**config.mk**
```make
export PLATFORM = sky130hd
export DESIGN_NAME = screen_controller
export DESIGN_NICKNAME = d
export VERILOG_FILES = /design/src/rtl/screen_pkg.sv /design/src/rtl/overlay_addr_gen.sv /design/src/rtl/screen_controller.sv
export SDC_FILE = /design/constraint.sdc
export NUM_CORES = 1
export LEC_CHECK = 0
export CAP_MARGIN = 20
export CORE_AREA = 3 3 67 82
export CTS_CLUSTER_SIZE = 40
export DETAILED_ROUTE_END_ITERATION = 10
export DIE_AREA = 0 0 70 85
export PLACE_DENSITY = 0.9
export SLEW_MARGIN = 20
export SYNTH_ARGS = -nofsm -noshare
export SYNTH_HDL_FRONTEND = slang
export SYNTH_HIERARCHICAL = 1
export SYNTH_SLANG_ARGS = --single-unit
```
**constraint.sdc**
```tcl
create_clock -name vga_clk -period 6.2 [get_ports vga_clk]
set_input_delay 1.24 -clock vga_clk [delete_from_list [all_inputs] [get_ports vga_clk]]
set_output_delay 1.24 -clock vga_clk [all_outputs]
set_load 0.01 [all_outputs]
```
**src/rtl/screen_pkg.sv**
```systemverilog
// Shared screen definitions: screen encoding and overlay window geometry,
// used by the screen controller and by the overlay renderers.
package screen_pkg;

    typedef enum logic [1:0] {
        TITLE = 2'b00,
        PLAY  = 2'b01,
        WIN   = 2'b10,
        LOSE  = 2'b11
    } screen_t;

    localparam int WIN_X0       = 160;
    localparam int WIN_Y0       = 60;
    localparam int WIN_W        = 320;
    localparam int WIN_H        = 240;
    localparam int HOLD_FRAMES  = 180;
    localparam int BLINK_FRAMES = 30;
    localparam int ROM_DEPTH    = WIN_W * WIN_H;
    localparam int ADDR_W       = 17;

endpackage

```
**src/rtl/overlay_addr_gen.sv**
```systemverilog
// Overlay window detection and incremental ROM address generation; the
// address advances once per in-window pixel instead of computing y*W+x.
module overlay_addr_gen #(
    parameter int WIN_X0 = 160,
    parameter int WIN_Y0 = 60,
    parameter int WIN_W  = 320,
    parameter int WIN_H  = 240
) (
    input  logic        clk,
    input  logic        reset,
    input  logic [9:0]  draw_x,
    input  logic [9:0]  draw_y,
    input  logic        blank,
    input  logic        frame_tick,
    input  logic        overlay_en,
    output logic        overlay_valid,
    output logic [16:0] rom_address
);

    localparam logic [9:0]  X_LO      = 10'(WIN_X0);
    localparam logic [9:0]  X_HI      = 10'(WIN_X0 + WIN_W - 1);
    localparam logic [9:0]  Y_LO      = 10'(WIN_Y0);
    localparam logic [9:0]  Y_HI      = 10'(WIN_Y0 + WIN_H - 1);
    localparam logic [16:0] ADDR_LAST = 17'(WIN_W * WIN_H - 1);

    logic        in_win_s;
    logic [16:0] addr_cnt_r;

    // Window membership of the pixel currently presented
    always_comb begin
        in_win_s = (draw_x >= X_LO) && (draw_x <= X_HI) &&
                   (draw_y >= Y_LO) && (draw_y <= Y_HI);
    end

    // Address counter saturates so stray coordinates can never wrap it
    always_ff @(posedge clk) begin
        if (reset) begin
            addr_cnt_r    <= 17'd0;
            rom_address   <= 17'd0;
            overlay_valid <= 1'b0;
        end else begin
            if (frame_tick) begin
                addr_cnt_r <= 17'd0;
            end else if (in_win_s && (addr_cnt_r != ADDR_LAST)) begin
                addr_cnt_r <= addr_cnt_r + 17'd1;
            end else begin
                addr_cnt_r <= addr_cnt_r;
            end

            if (in_win_s) begin
                rom_address <= addr_cnt_r;
            end else begin
                rom_address <= rom_address;
            end

            overlay_valid <= in_win_s & blank & overlay_en;
        end
    end

endmodule

```
**src/rtl/screen_controller.sv**
```systemverilog
// Game-screen sequencer: title/play/win/lose state machine, frame-based
// hold and blink timers, key edge detection and overlay addressing.
module screen_controller
    import screen_pkg::*;
#(
    parameter int WIN_X0       = screen_pkg::WIN_X0,
    parameter int WIN_Y0       = screen_pkg::WIN_Y0,
    parameter int WIN_W        = screen_pkg::WIN_W,
    parameter int WIN_H        = screen_pkg::WIN_H,
    parameter int HOLD_FRAMES  = screen_pkg::HOLD_FRAMES,
    parameter int BLINK_FRAMES = screen_pkg::BLINK_FRAMES
) (
    input  logic        vga_clk,
    input  logic        reset,
    input  logic [9:0]  DrawX,
    input  logic [9:0]  DrawY,
    input  logic        blank,
    input  logic        start_key,
    input  logic        level_cleared,
    input  logic        player_dead,
    output logic [1:0]  screen_sel,
    output logic        game_enable,
    output logic        end_screen,
    output logic        overlay_valid,
    output logic [16:0] rom_address,
    output logic        blink_on
);

    localparam int                HOLD_W     = $clog2(HOLD_FRAMES + 1);
    localparam int                BLINK_W    = $clog2(BLINK_FRAMES);
    localparam logic [HOLD_W-1:0]  HOLD_MAX   = HOLD_W'(HOLD_FRAMES);
    localparam logic [BLINK_W-1:0] BLINK_LAST = BLINK_W'(BLINK_FRAMES - 1);

    screen_t            state_r;
    screen_t            state_next_s;
    logic               key_prev_r;
    logic               key_rise_s;
    logic               frame_tick_r;
    logic [HOLD_W-1:0]  hold_cnt_r;
    logic [BLINK_W-1:0] blink_cnt_r;
    logic [1:0]         screen_sel_s;
    logic               game_enable_s;
    logic               end_screen_s;
    logic               overlay_en_s;

    // Key edge detection
    always_comb begin
        key_rise_s = start_key & ~key_prev_r;
    end

    // Frame tick lands one cycle after the (0,0) pixel; key history every cycle
    always_ff @(posedge vga_clk) begin
        if (reset) begin
            frame_tick_r <= 1'b0;
            key_prev_r   <= 1'b0;
        end else begin
            frame_tick_r <= (DrawX == 10'd0) && (DrawY == 10'd0);
            key_prev_r   <= start_key;
        end
    end

    // State register
    always_ff @(posedge vga_clk) begin
        if (reset) begin
            state_r <= TITLE;
        end else begin
            state_r <= state_next_s;
        end
    end

    // Next-state logic; a simultaneous death beats the level clear
    always_comb begin
        state_next_s = state_r;
        case (state_r)
            TITLE: begin
                if (key_rise_s) state_next_s = PLAY;
                else            state_next_s = TITLE;
            end
            PLAY: begin
                if (player_dead)        state_next_s = LOSE;
                else if (level_cleared) state_next_s = WIN;
                else                    state_next_s = PLAY;
            end
            WIN, LOSE: begin
                if (key_rise_s && (hold_cnt_r == HOLD_MAX)) state_next_s = TITLE;
                else                                        state_next_s = state_r;
            end
            default: state_next_s = TITLE;
        endcase
    end

    // Output decode of the current state
    always_comb begin
        screen_sel_s  = 2'(state_r);
        game_enable_s = (state_r == PLAY);
        end_screen_s  = (state_r == WIN) || (state_r == LOSE);
        overlay_en_s  = (state_r != PLAY);
    end

    // Registered screen outputs
    always_ff @(posedge vga_clk) begin
        if (reset) begin
            screen_sel  <= 2'b00;
            game_enable <= 1'b0;
            end_screen  <= 1'b0;
        end else begin
            screen_sel  <= screen_sel_s;
            game_enable <= game_enable_s;
            end_screen  <= end_screen_s;
        end
    end

    // End-screen hold timer: zero outside WIN/LOSE, saturating inside
    always_ff @(posedge vga_clk) begin
        if (reset) begin
            hold_cnt_r <= '0;
        end else if ((state_r == WIN) || (state_r == LOSE)) begin
            if (frame_tick_r && (hold_cnt_r != HOLD_MAX)) begin
                hold_cnt_r <= hold_cnt_r + HOLD_W'(1);
            end else begin
                hold_cnt_r <= hold_cnt_r;
            end
        end else begin
            hold_cnt_r <= '0;
        end
    end

    // Prompt blink, parked at its reset phase during play
    always_ff @(posedge vga_clk) begin
        if (reset) begin
            blink_cnt_r <= '0;
            blink_on    <= 1'b1;
        end else if (state_r == PLAY) begin
            blink_cnt_r <= '0;
            blink_on    <= 1'b1;
        end else if (frame_tick_r) begin
            if (blink_cnt_r == BLINK_LAST) begin
                blink_cnt_r <= '0;
                blink_on    <= ~blink_on;
            end else begin
                blink_cnt_r <= blink_cnt_r + BLINK_W'(1);
                blink_on    <= blink_on;
            end
        end else begin
            blink_cnt_r <= blink_cnt_r;
            blink_on    <= blink_on;
        end
    end

    overlay_addr_gen #(
        .WIN_X0 (WIN_X0),
        .WIN_Y0 (WIN_Y0),
        .WIN_W  (WIN_W),
        .WIN_H  (WIN_H)
    ) u_addr_gen (
        .clk           (vga_clk),
        .reset         (reset),
        .draw_x        (DrawX),
        .draw_y        (DrawY),
        .blank         (blank),
        .frame_tick    (frame_tick_r),
        .overlay_en    (overlay_en_s),
        .overlay_valid (overlay_valid),
        .rom_address   (rom_address)
    );

endmodule

```
* Word-level counts from Yosys, hierarchy flattened *
Cells that the tools add are included.

operators by class
  add/subtract/negate cells = 3
  magnitude comparators = 4
  multiplexer cells = 6
  bitwise operators = 6
  equal/unequal tests = 9
  reductions and logical operators = 16

operators with widths
  operator                                                                               number
  10-bit by 9-bit <= comparator with 1-bit output (second input constant)                2
  10-bit logical NOT                                                                     2
  17-bit by 1-bit adder with 17-bit output (second input constant)                       1
  17-bit inequality test (second input constant)                                         1
  10-bit by 6-bit greater-or-equal comparator with 1-bit output (second input constant)  1
  10-bit by 8-bit greater-or-equal comparator with 1-bit output (second input constant)  1
  8-bit by 1-bit adder with 8-bit output (second input constant)                         1
  8-bit == test (second input constant)                                                  1
  8-bit inequality test (second input constant)                                          1
  2-bit OR reduction                                                                     4
  1-bit logical AND                                                                      7
  2-bit two-way mux                                                                      3
  2-bit case mux with 3 select lines                                                     1
  5-bit by 1-bit adder with 5-bit output (second input constant)                         1
  5-bit == test (second input constant)                                                  1
  5-bit two-way mux                                                                      1
  2-bit == test (second input constant)                                                  2
  1-bit AND                                                                              3
  1-bit inverter                                                                         3
  2-bit by 1-bit == test with 1-bit output (second input constant)                       1
  2-bit logical NOT                                                                      1
  2-bit by 1-bit inequality test with 1-bit output (second input constant)               1
  2-bit inequality test (second input constant)                                          1
  2-bit AND reduction                                                                    1
  2 further kinds                                                                        2

storage, ports and cells
  output and inout port bits = 23
  register bits after elaboration = 57
  input port bits = 26
  word-level logic and storage cells = 56

* Depth between registers and ports, before layout *
  word-level depth = 6
  gate-level depth with buffers = 7
  depth with buffers taken out = 6

* Modules after synthesis *
The synthesis kept the hierarchy.

modules (own cells, without submodules)
  module             area each (um^2)  seq. area each (um^2)  cells each  times used
  overlay_addr_gen   1640.3            700.7                  184         1
  screen_controller  988.4             440.4                  113         1

* Least setup slack after synthesis *
No wires, ideal clock.

  path kind = input port to flip-flop
  start point = input DrawY[2]
  end point = register u_addr_gen.addr_cnt_r[13]
  stages = 6
  buffers on the path = 1
  library setup time = 70 ps
  setup slack = 3420 ps
  arrival time = 2710 ps
  cells stage by stage = a2111oi_4 o21ai_1 or3_1 buf_2 or4_1 a21oi_1

between the ends
  longest elaborated chain between the ends = 4
  elaborated cells between the ends (all ways) = 5
  classes of those cells = 2 x order compare; 3 x reduce/logical

RTL lines
  element                                                        line                     text
  start, declared                                                screen_controller.sv:16  input logic [9:0] DrawY,
  10-bit by 6-bit greater-or-equal comparator with 1-bit output  overlay_addr_gen.sv:32   (draw_y >= Y_LO) && (draw_y <= Y_HI);
  1-bit logical AND                                              overlay_addr_gen.sv:31   in_win_s = (draw_x >= X_LO) && (draw_x <= X_HI) &&
  1-bit logical AND (*)                                          overlay_addr_gen.sv:32
  1-bit logical AND (*)                                          overlay_addr_gen.sv:44   end else if (in_win_s && (addr_cnt_r != ADDR_LAST)) begin
  end signal, assigned                                           overlay_addr_gen.sv:45   addr_cnt_r <= addr_cnt_r + 17'd1;
  end signal, assigned                                           overlay_addr_gen.sv:47   addr_cnt_r <= addr_cnt_r;
  end, declared                                                  overlay_addr_gen.sv:27   logic [16:0] addr_cnt_r;

Mark *: on every way between the ends. The rest lies on a longest branch, timed or not.
A chain may end at the register's enable or synchronous reset.

* Worst setup path in the final report *
  start point = input DrawY[7]
  end point = register u_addr_gen.rom_address[9]

between the ends
  longest elaborated chain between the ends = 3
  elaborated cells between the ends (all ways) = 4
  classes of those cells = 2 x order compare; 2 x reduce/logical

RTL lines
  element                                                        line                    text
  10-bit by 6-bit greater-or-equal comparator with 1-bit output  overlay_addr_gen.sv:32
  1-bit logical AND                                              overlay_addr_gen.sv:31
  1-bit logical AND (*)                                          overlay_addr_gen.sv:32
  end signal, assigned                                           overlay_addr_gen.sv:51  rom_address <= addr_cnt_r;
  end signal, assigned                                           overlay_addr_gen.sv:53  rom_address <= rom_address;
  end, declared                                                  overlay_addr_gen.sv:17  output logic [16:0] rom_address

Marked as above.

==> run metrics <==
outcome=complete, no violations; DR vias/cell=5.69; crit share post-route=53.9%; CP Max Fanout=18; die width=70 um; f_max=0.299 GHz; Hold-fix buffers, CTS=0; Layout fillers=394; gpl congestion=0.786; first-pass GRT wire length=9920 um; Clk Tree Root Cell=clkbuf_8; Leak=1.25 nW; Max rail drop VDD=0.199 mV; post-CTS setup buffers=0; Fin. Hold Viols=0; top cells by area, synth=dfxtp_1 43%, mux2i_1 7.2%, nor2_1 5.6%; Initial DRT Pass Iterations=4; share of cells above drive strength 1=8.29%; YS warnings=6; FF-to-FF Start=u_addr_gen/addr_cnt_r[0]; setup TNS=0 ps; critical path type=input port to flop; Avg Cell Area, Syn=8.85 um^2; largest net degree at the start of global routing=30; Die Area=5950 um^2; design area=3330 um^2; CP max stage delay=770 ps; Final setup viols=0; top-area cell type share of the netlist area=43.4%; clock buffer depth=2; Critical Path End Type=flop; placed cell area=3140 um^2; Final ANT Viol Nets=0; Post-Route Skew=6.94 ps; Slowest cell on crit path=or2_1; vias post-DR=2332; DRC errors left=0; number of global-route vias before repair=2256; Final Critical Period=3340 ps; cts bufs inserted=9; Critical Path AT=3570 ps; CP Launch Type=input port; CTS sink cnt=57; final wirelength=5870 um; # IOs=49; R2R setup slack=3930 ps; Core Region=4830 um^2; initial core utilization=54.4%; Slew Limit Fails=0; die height=85 um; Post-Syn Area=2630 um^2; total global routing overflow=0; Post-Syn Instances=297; Worst Setup EP=u_addr_gen/rom_address[9]; average wire per standard cell=14.3 um; clk_lat worst skew=340 ps; Total GRT Usage=20.9%; Slew headroom=38.1%; PortBufs=48; sequential cell area fraction in the yosys report=43.4%; max-cap violation count=0; Worst Setup SP=DrawY[7]; Reg2Reg Depth=6; area leader, netlist=dfxtp_1; Critical Path RT=6420 ps; initial antenna violation count=0; Hold WC Path Type=flop to flop; RSZ-0062 raised after global routing=no; # rows=28; CTS tree=built; Reg-to-Reg End=u_addr_gen/addr_cnt_r[2]; slew at the pin with the worst max-slew slack=928 ps; Ant. Diodes=0; count of state elements after synthesis=57; Pwr Density=228 nW/um^2; Area Growth Syn to Fin=26.5%; crit path cell chain=clkdlybuf4s50_1 > or3_1 > o22ai_2 > or2_1 > mux2i_1 > nor2_1; Clk pin slew, worst setup/hold paths=60 ps; Final HPWL DP=4270 um; final layout net count=376; Yosys cell types=48; post-CTS resize count=0; # H-tree levels=3; 1st-iter DRT viols=146; Syn Nets=328
worst min-delay path by stage:
stage	slack, ps	cells after the start	to	from
4_1_cts	490	2	hold_cnt_r[7]	hold_cnt_r[7]
6_report	490	2	hold_cnt_r[7]	hold_cnt_r[7]
3_3_place_gp	470	2	hold_cnt_r[7]	hold_cnt_r[7]
3_5_place_dp	490	2	u_addr_gen/rom_address[15]	u_addr_gen/rom_address[15]
5_1_grt	510	2	hold_cnt_r[7]	hold_cnt_r[7]
2_1_floorplan	450	2	hold_cnt_r[7]	hold_cnt_r[7]
cell usage in the layout, fill, tap and decap left out, types with 4 or more instances in the layout:
cell             count
o31ai_1              4
o21ai_0              9
nor2b_1              4
dfxtp_1             57
clkdlybuf4s50_1     48
nand2_1             27
nand4_1             10
nor3_1               5
or4_1                4
nor2_1              39
inv_1               11
or3_1               10
and2_1               4
a31o_2               5
nor4_1               5
mux2i_1             19
clkbuf_8            10
nand3_1              9
ha_1                 5
a21oi_1             17
stage by stage:
stage / utilization (%) / cells / setup slack, ps / hold WS, ps / total power, mW
floorplan: - / 297 / 3420 / 452 / 0.405
detailed placement: 64.9 / 394 / 2540 / 486 / 0.432
global placement: 64.9 / 394 / 2630 / 468 / 0.431
global route: 68.8 / 410 / 2690 / 506 / 0.785
finish: 68.8 / 410 / 2860 / 487 / 0.759
CTS: 68.8 / 410 / 2900 / 486 / 0.766
cell type report:
class                   instances  area (um^2)  share of cell area (%)
repair buffers                 49          488                    14.7
inverters                      11         41.3                    1.24
clock buffers                  13          149                    4.48
flip-flops and latches         57         1140                    34.3
clock inverters                 3         40.0                    1.20
well taps                      60         75.1                    2.26
multi-input cells             217         1390                    41.8
registers in the layout (all words and copies together), names as in the netlist:
signal,count
end_screen,1
game_enable,1
u_addr_gen/rom_address,17
key_prev_r,1
u_addr_gen/addr_cnt_r,17
hold_cnt_r,8
frame_tick_r,1
screen_sel_s,2
blink_on,1
blink_cnt_r,5
screen_sel,2
u_addr_gen/overlay_valid,1
synth_stat cells, drive strengths merged:
library cell and count:
or2 3, mux2i 19, nor2 39, inv 11
o21ai 10, and4 4, nand2 27, and2 5
clkbuf 6, o21a 2, dfxtp 57, o22ai 1
nor4 5, nor4b 1, nand2b 2, o41a 1
and3 2, o211ai 3, xor2 3, o31ai 4
nor3 5, a21boi 1, a21oi 17, a31o 5
or3 10, nor2b 4, o311ai 1, or3b 1
a41o 2, a31oi 1, xnor2 3, nor4bb 1
a211oi 3, nand3 9, buf 6, nand4 11
a2111oi 1, ha 5, a311oi 2, or4 4
logic make-up after synthesis:
family | count (synthesis) | share of synthesized area (%)
simple gates | 133 | 26.5
compound gates | 54 | 14.8
fa+ha+maj | 5 | 2.38
flops | 57 | 43.4
xor+xnor | 6 | 2.00
buf+inv | 23 | 3.66
mux | 19 | 7.23
power by group:
group	switching, mW	internal (mW)
clock	0.139	0.195
sequential	0.00209	0.370
combinational	0.0256	0.0267
total	0.167	0.592
critical path, delay by kind of cell:
kind	cells	cell delay [ps]
buffers and inverters	1	490
AND/OR/NAND/NOR	3	1250
multiplexers	1	290
AO/OA/AOI/OAI	1	280
routing by layer:
layer | vias up | global-route usage, % | share of wire [%]
met2 | 46 | 37.7 | 54
li1 | 1166 | - | -
met4 | 0 | 13.6 | 3.9
met1 | 1101 | 21.6 | 39
met5 | - | 0 | 0
met3 | 19 | 4.38 | 3.3
Note: power is estimated with default switching activity, not from simulation.
